## src/rtl/crossbar_req_demux.sv

```systemverilog
// Single-master request demux onto four crossbar targets with a registered return-path select.
// Optional WAIT-state abort counter is enabled by defining CROSSBAR_TIMEOUT_EN.
module crossbar_req_demux #(
    parameter int unsigned TIMEOUT = 200
) (
    input  logic        clk,
    input  logic        reset,
    input  logic        m_req,
    input  logic        m_we,
    input  logic [31:0] m_addr,
    input  logic [31:0] m_wdata,
    output logic        m_busy,
    output logic        m_done,
    output logic        m_err,
    output logic [3:0]  s_req,
    output logic        s_we,
    output logic [31:0] s_addr,
    output logic [31:0] s_wdata,
    input  logic [3:0]  s_ack,
    output logic [2:0]  Answer
);

    localparam int unsigned CNT_W = 8;

    typedef enum logic [1:0] {
        IDLE = 2'd0,
        WAIT = 2'd1,
        DONE = 2'd2
    } state_t;

    state_t      state;
    state_t      state_nxt;

    logic [3:0]  s_req_nxt;
    logic        s_we_nxt;
    logic [31:0] s_addr_nxt;
    logic [31:0] s_wdata_nxt;
    logic [2:0]  answer_nxt;
    logic        m_busy_nxt;
    logic        m_done_nxt;
    logic        m_err_nxt;

    logic [1:0]  sel_c;
    logic        ack_sel_c;
    logic        expired_c;

    // The latched address is the only record of the selected target.
    assign sel_c     = s_addr[31:30];
    assign ack_sel_c = s_ack[sel_c];

`ifdef CROSSBAR_TIMEOUT_EN
    logic [CNT_W-1:0] tmo_cnt;
    logic [CNT_W-1:0] tmo_cnt_nxt;

    assign expired_c = (tmo_cnt == CNT_W'(TIMEOUT));
`else
    logic [CNT_W-1:0] unused_timeout;

    assign unused_timeout = CNT_W'(TIMEOUT);
    assign expired_c      = 1'b0;
`endif

    // State and output registers
    always_ff @(posedge clk) begin
        if (!reset) begin
            state   <= IDLE;
            s_req   <= 4'b0000;
            s_we    <= 1'b0;
            s_addr  <= 32'h0000_0000;
            s_wdata <= 32'h0000_0000;
            Answer  <= 3'b000;
            m_busy  <= 1'b0;
            m_done  <= 1'b0;
            m_err   <= 1'b0;
`ifdef CROSSBAR_TIMEOUT_EN
            tmo_cnt <= '0;
`endif
        end else begin
            state   <= state_nxt;
            s_req   <= s_req_nxt;
            s_we    <= s_we_nxt;
            s_addr  <= s_addr_nxt;
            s_wdata <= s_wdata_nxt;
            Answer  <= answer_nxt;
            m_busy  <= m_busy_nxt;
            m_done  <= m_done_nxt;
            m_err   <= m_err_nxt;
`ifdef CROSSBAR_TIMEOUT_EN
            tmo_cnt <= tmo_cnt_nxt;
`endif
        end
    end

    // Next-state logic; an ack always beats an expiry in the same cycle
    always_comb begin
        state_nxt = state;
        case (state)
            IDLE: begin
                if (m_req) begin
                    state_nxt = WAIT;
                end
            end
            WAIT: begin
                if (ack_sel_c || expired_c) begin
                    state_nxt = DONE;
                end
            end
            DONE: begin
                state_nxt = IDLE;
            end
            default: begin
                state_nxt = IDLE;
            end
        endcase
    end

    // Next values of the registered outputs
    always_comb begin
        s_req_nxt   = s_req;
        s_we_nxt    = s_we;
        s_addr_nxt  = s_addr;
        s_wdata_nxt = s_wdata;
        answer_nxt  = Answer;
        m_done_nxt  = 1'b0;
        m_err_nxt   = 1'b0;
        m_busy_nxt  = (state_nxt != IDLE);
`ifdef CROSSBAR_TIMEOUT_EN
        tmo_cnt_nxt = tmo_cnt;
`endif
        case (state)
            IDLE: begin
                if (m_req) begin
                    s_we_nxt    = m_we;
                    s_addr_nxt  = m_addr;
                    s_wdata_nxt = m_wdata;
                    s_req_nxt   = 4'b0001 << m_addr[31:30];
                    answer_nxt  = {1'b1, m_addr[31:30]};
`ifdef CROSSBAR_TIMEOUT_EN
                    tmo_cnt_nxt = '0;
`endif
                end else begin
                    s_req_nxt  = 4'b0000;
                    answer_nxt = 3'b000;
                end
            end
            WAIT: begin
                if (ack_sel_c) begin
                    s_req_nxt  = 4'b0000;
                    m_done_nxt = 1'b1;
                end else if (expired_c) begin
                    s_req_nxt  = 4'b0000;
                    m_done_nxt = 1'b1;
                    m_err_nxt  = 1'b1;
                end else begin
`ifdef CROSSBAR_TIMEOUT_EN
                    tmo_cnt_nxt = tmo_cnt + CNT_W'(1);
`endif
                end
            end
            DONE: begin
                s_req_nxt  = 4'b0000;
                answer_nxt = 3'b000;
            end
            default: begin
                s_req_nxt  = 4'b0000;
                answer_nxt = 3'b000;
            end
        endcase
    end

endmodule

```

## config.mk

```make
export PLATFORM = sky130hd
export DESIGN_NAME = crossbar_req_demux
export DESIGN_NICKNAME = d
export VERILOG_FILES = /design/src/rtl/crossbar_req_demux.sv
export SDC_FILE = /design/constraint.sdc
export NUM_CORES = 1
export LEC_CHECK = 0
export ABC_AREA = 1
export CAP_MARGIN = 25
export CORE_MARGIN = 1
export CORE_UTILIZATION = 30
export CTS_CLUSTER_DIAMETER = 150
export DETAILED_ROUTE_END_ITERATION = 10
export DONT_BUFFER_PORTS = 1
export HOLD_SLACK_MARGIN = 0.08
export PLACE_DENSITY = 0.41
export SLEW_MARGIN = 20
export SYNTH_ARGS = -nofsm -noshare
export SYNTH_HDL_FRONTEND = slang
export SYNTH_SLANG_ARGS = --single-unit
export TNS_END_PERCENT = 1
```

## constraint.sdc

```tcl
create_clock -name clk -period 1.43 [get_ports clk]
set_input_delay 0.143 -clock clk [delete_from_list [all_inputs] [get_ports clk]]
set_output_delay 0.143 -clock clk [all_outputs]
set_load 0.05 [all_outputs]
```

==> qor.json <==
{
  "grt": {
    "pin_count_of_the_biggest_net_entering_global_routing": 68,
    "globalRouteTotalUtil": 0.155,
    "grt_remaining_overflow": 0,
    "antenna_found_initial": 0,
    "number_of_global_route_vias_before_repair": 2466,
    "grt_first_pass_wirelength_um": 11600
  },
  "clock_tree": {
    "ctsHtreeMaxLevel": 3,
    "clk_root_buffer_cell": "sky130_fd_sc_hd__clkbuf_8",
    "post_cts.repair.setup_buffers": 0,
    "clock_insertion_delay_at_the_later_pin_of_the_skew_report_ns": 0.34,
    "cts-buffers-inserted": 9,
    "clock_tree.buffer_depth": 2,
    "cts_tree": "yes",
    "clock_transition_at_the_register_clock_pins_on_the_worst_setup_and_hold_paths_after_cts_ns": 0.08,
    "tritoncts_num_sinks": 76
  },
  "synth": {
    "mappedNetlistArea_mm2": 0.00272,
    "number_of_synthesized_register_bits": 76,
    "postSynthNetCount": 413,
    "synth.yosys.seq_area_share": 0.560,
    "synth.yosys.warnings": 0,
    "synthDistinctLibCells": 20,
    "postSynthAreaPerCell_um2": 7.97,
    "synthCells": 341
  },
  "detailed_routing": {
    "drt_first_pass_iters": 4,
    "route.final.wire_length_um": 7140,
    "dr_total_vias": 2625,
    "drc": 0,
    "drt_first_iter_violations": 78,
    "vias_per_cell": 4.48,
    "routedWlPerCell_um": 12.2,
    "drt.antenna.violating_nets": 0
  },
  "timing": {
    "tightest_slew_ns": 0.507,
    "timing.final.crit_period_ns": 1.28,
    "drv_slew": 0,
    "unrepaired_setup_endpoints_after_global_routing": "false",
    "final.setup_skew_ns": 0.00674,
    "setup_failing_eps_final": 0,
    "setup_total_negative_slack_ns": 0,
    "achievable-frequency_ghz": 0.784,
    "slew_headroom": 0.661,
    "final_hold_fails": 0,
    "post-route-period-util": 0.892
  },
  "layout": {
    "most-common-layout-cells": "sky130_fd_sc_hd__nor2_1, sky130_fd_sc_hd__dfxtp_1, sky130_fd_sc_hd__buf_4, sky130_fd_sc_hd__dlygate4sd3_1, sky130_fd_sc_hd__o21ai_0",
    "fill_cells": 878,
    "antenna-diode-count": 0,
    "area_growth_pct": 53.5,
    "finished_layout_cell_area_mm2": 0.00417,
    "mostFrequentLayoutCell": "sky130_fd_sc_hd__nor2_1",
    "finalNetCount": 545,
    "layout.cells.non_filler": 586,
    "fraction_of_final_layout_cells_with_drive_strength_greater_than_1": 0.211
  },
  "floorplan": {
    "coreArea_mm2": 0.00876,
    "die_w_um": 97.2,
    "initial_util": 0.310,
    "die_footprint_mm2": 0.00944,
    "io_pins": 147,
    "floorplan.die.height_um": 97.2,
    "row_count": 34
  },
  "power_and_ir_drop": {
    "power_frac_clock": 0.311,
    "power.density_mw_per_mm2": 1380,
    "switchingPower_w": 0.00191,
    "seq_power_share": 0.418,
    "p_int_w": 0.00383,
    "part_of_the_power_in_combinational_logic": 0.272,
    "peakVddDrop_v": 0.000562,
    "power_switching_share": 0.333,
    "static-leakage-power_nw": 1.87
  },
  "outcome": {
    "run_status": "finished, final reports clean"
  },
  "critical_path": {
    "endpoint_kind": "flip-flop",
    "critical_path_peak_fanout": 53,
    "timing.reg2reg.worst_path_depth": 5,
    "required_ns": 1.70,
    "worst_setup_path_start_kind": "flip-flop",
    "arrival_ns": 1.55,
    "timing.setup.critical_path_class": "flip-flop to flip-flop"
  },
  "place": {
    "routabilityCongestion": 0.726,
    "dp.final_hpwl_um": 4370,
    "dpl.cell_count": 503,
    "port-buffer-count": 0,
    "placement.cell_area_mm2": 0.00328
  },
  "run": {
    "max_cap_viol_count": 0
  },
  "min_path": {
    "min_delay_path_depth": 2,
    "hold_path_class": "input pin to flip-flop"
  }
}
[area by class of cell]
class                      count  area, um2  area share
clock buffer                  11        141      0.0339
timing repair buffer         143       1250       0.300
clock inverter                 5       75.1      0.0180
multi-input combinational    232       1010       0.241
inverter                      11       41.3     0.00990
sequential                    76       1520       0.365
tap                          108        135      0.0324
[repair_timing]
action / 4_1_cts / 5_1_grt
hold buffers: 67 / 0
gates resized for setup: 0 / 0
hold endpoints to repair: 72 / 0
[power by group through the flow]
stage | sequential, W | combinational (W) | clock, W
2_1_floorplan | 0.00310 | 0.000413 | 0
3_3_place_gp | 0.00244 | 0.00139 | 0
3_5_place_dp | 0.00245 | 0.00140 | 0
4_1_cts | 0.00240 | 0.00157 | 0.00187
5_1_grt | 0.00242 | 0.00168 | 0.00196
6_report | 0.00240 | 0.00156 | 0.00178
[critical path, stage by stage (launching register included)]
cell	delay, ns
sky130_fd_sc_hd__dfxtp_1	0.36
sky130_fd_sc_hd__inv_2	0.06
sky130_fd_sc_hd__nand3_4	0.06
sky130_fd_sc_hd__buf_4	0.43
sky130_fd_sc_hd__o21ai_0	0.19
sky130_fd_sc_hd__nor2_1	0.10
[path summary, 6_finish.rpt]
check | startpoint | end | slack (ns)
worst max-delay path | state[1]$_SDFF_PN0_ | s_addr[22]$_SDFFE_PN0P_ | 0.15
worst min-delay path | m_req | Answer[2]$_SDFFE_PN0P_ | 0.10
worst max register to register | state[1]$_SDFF_PN0_ | s_addr[22]$_SDFFE_PN0P_ | 0.15
worst min register to register | s_addr[24]$_SDFFE_PN0P_ | s_addr[24]$_SDFFE_PN0P_ | 0.49
[synth_stat cells]
cell,instances,area (um2)
sky130_fd_sc_hd__a21oi_1,5,25.0
sky130_fd_sc_hd__buf_2,7,35.0
sky130_fd_sc_hd__buf_4,1,7.51
sky130_fd_sc_hd__buf_6,7,78.8
sky130_fd_sc_hd__clkbuf_1,7,26.3
sky130_fd_sc_hd__conb_1,1,3.75
sky130_fd_sc_hd__dfxtp_1,76,1520
sky130_fd_sc_hd__inv_1,7,26.3
sky130_fd_sc_hd__inv_2,4,15.0
sky130_fd_sc_hd__nand2_1,15,56.3
sky130_fd_sc_hd__nand2_2,1,6.26
sky130_fd_sc_hd__nand3_1,7,35.0
sky130_fd_sc_hd__nand3_4,1,17.5
sky130_fd_sc_hd__nand3b_1,2,15.0
sky130_fd_sc_hd__nand4_1,2,12.5
sky130_fd_sc_hd__nor2_1,127,477
sky130_fd_sc_hd__nor2_2,3,18.8
sky130_fd_sc_hd__nor3_1,2,10.0
sky130_fd_sc_hd__o21ai_0,63,315
sky130_fd_sc_hd__o21ai_1,3,15.0
[sequential cells by signal, summed over array words and instances, names as in the netlist]
name / count
state: 2
Answer: 3
s_addr: 32
s_req: 4
m_busy: 1
s_we: 1
m_done: 1
s_wdata: 32
[layer usage]
layer,track usage,vias up,part of all wire
li1,-,1349,-
met3,0.0647,13,0.085
met2,0.245,105,0.45
met4,0.0563,0,0.019
met1,0.190,1158,0.45
met5,0,-,0
[cell families after synthesis]
group,share of synthesized area
AO/OA/AOI/OAI,0.131
buffers and inverters,0.0695
flip-flops,0.560
other,0.00138
AND/OR/NAND/NOR,0.238
[per-stage QoR]
step	total power [W]	util	hold WS (ns)	setup slack (ns)
finish	0.00574	0.476	0.104	0.155
global route	0.00606	0.476	0.106	0.0108
CTS	0.00584	0.476	0.0949	0.138
detailed placement	0.00384	0.374	0.289	0.156
global placement	0.00384	0.374	0.285	0.209
floorplan	0.00351	-	0.290	0.102
Note: power is estimated with default switching activity, not from simulation.
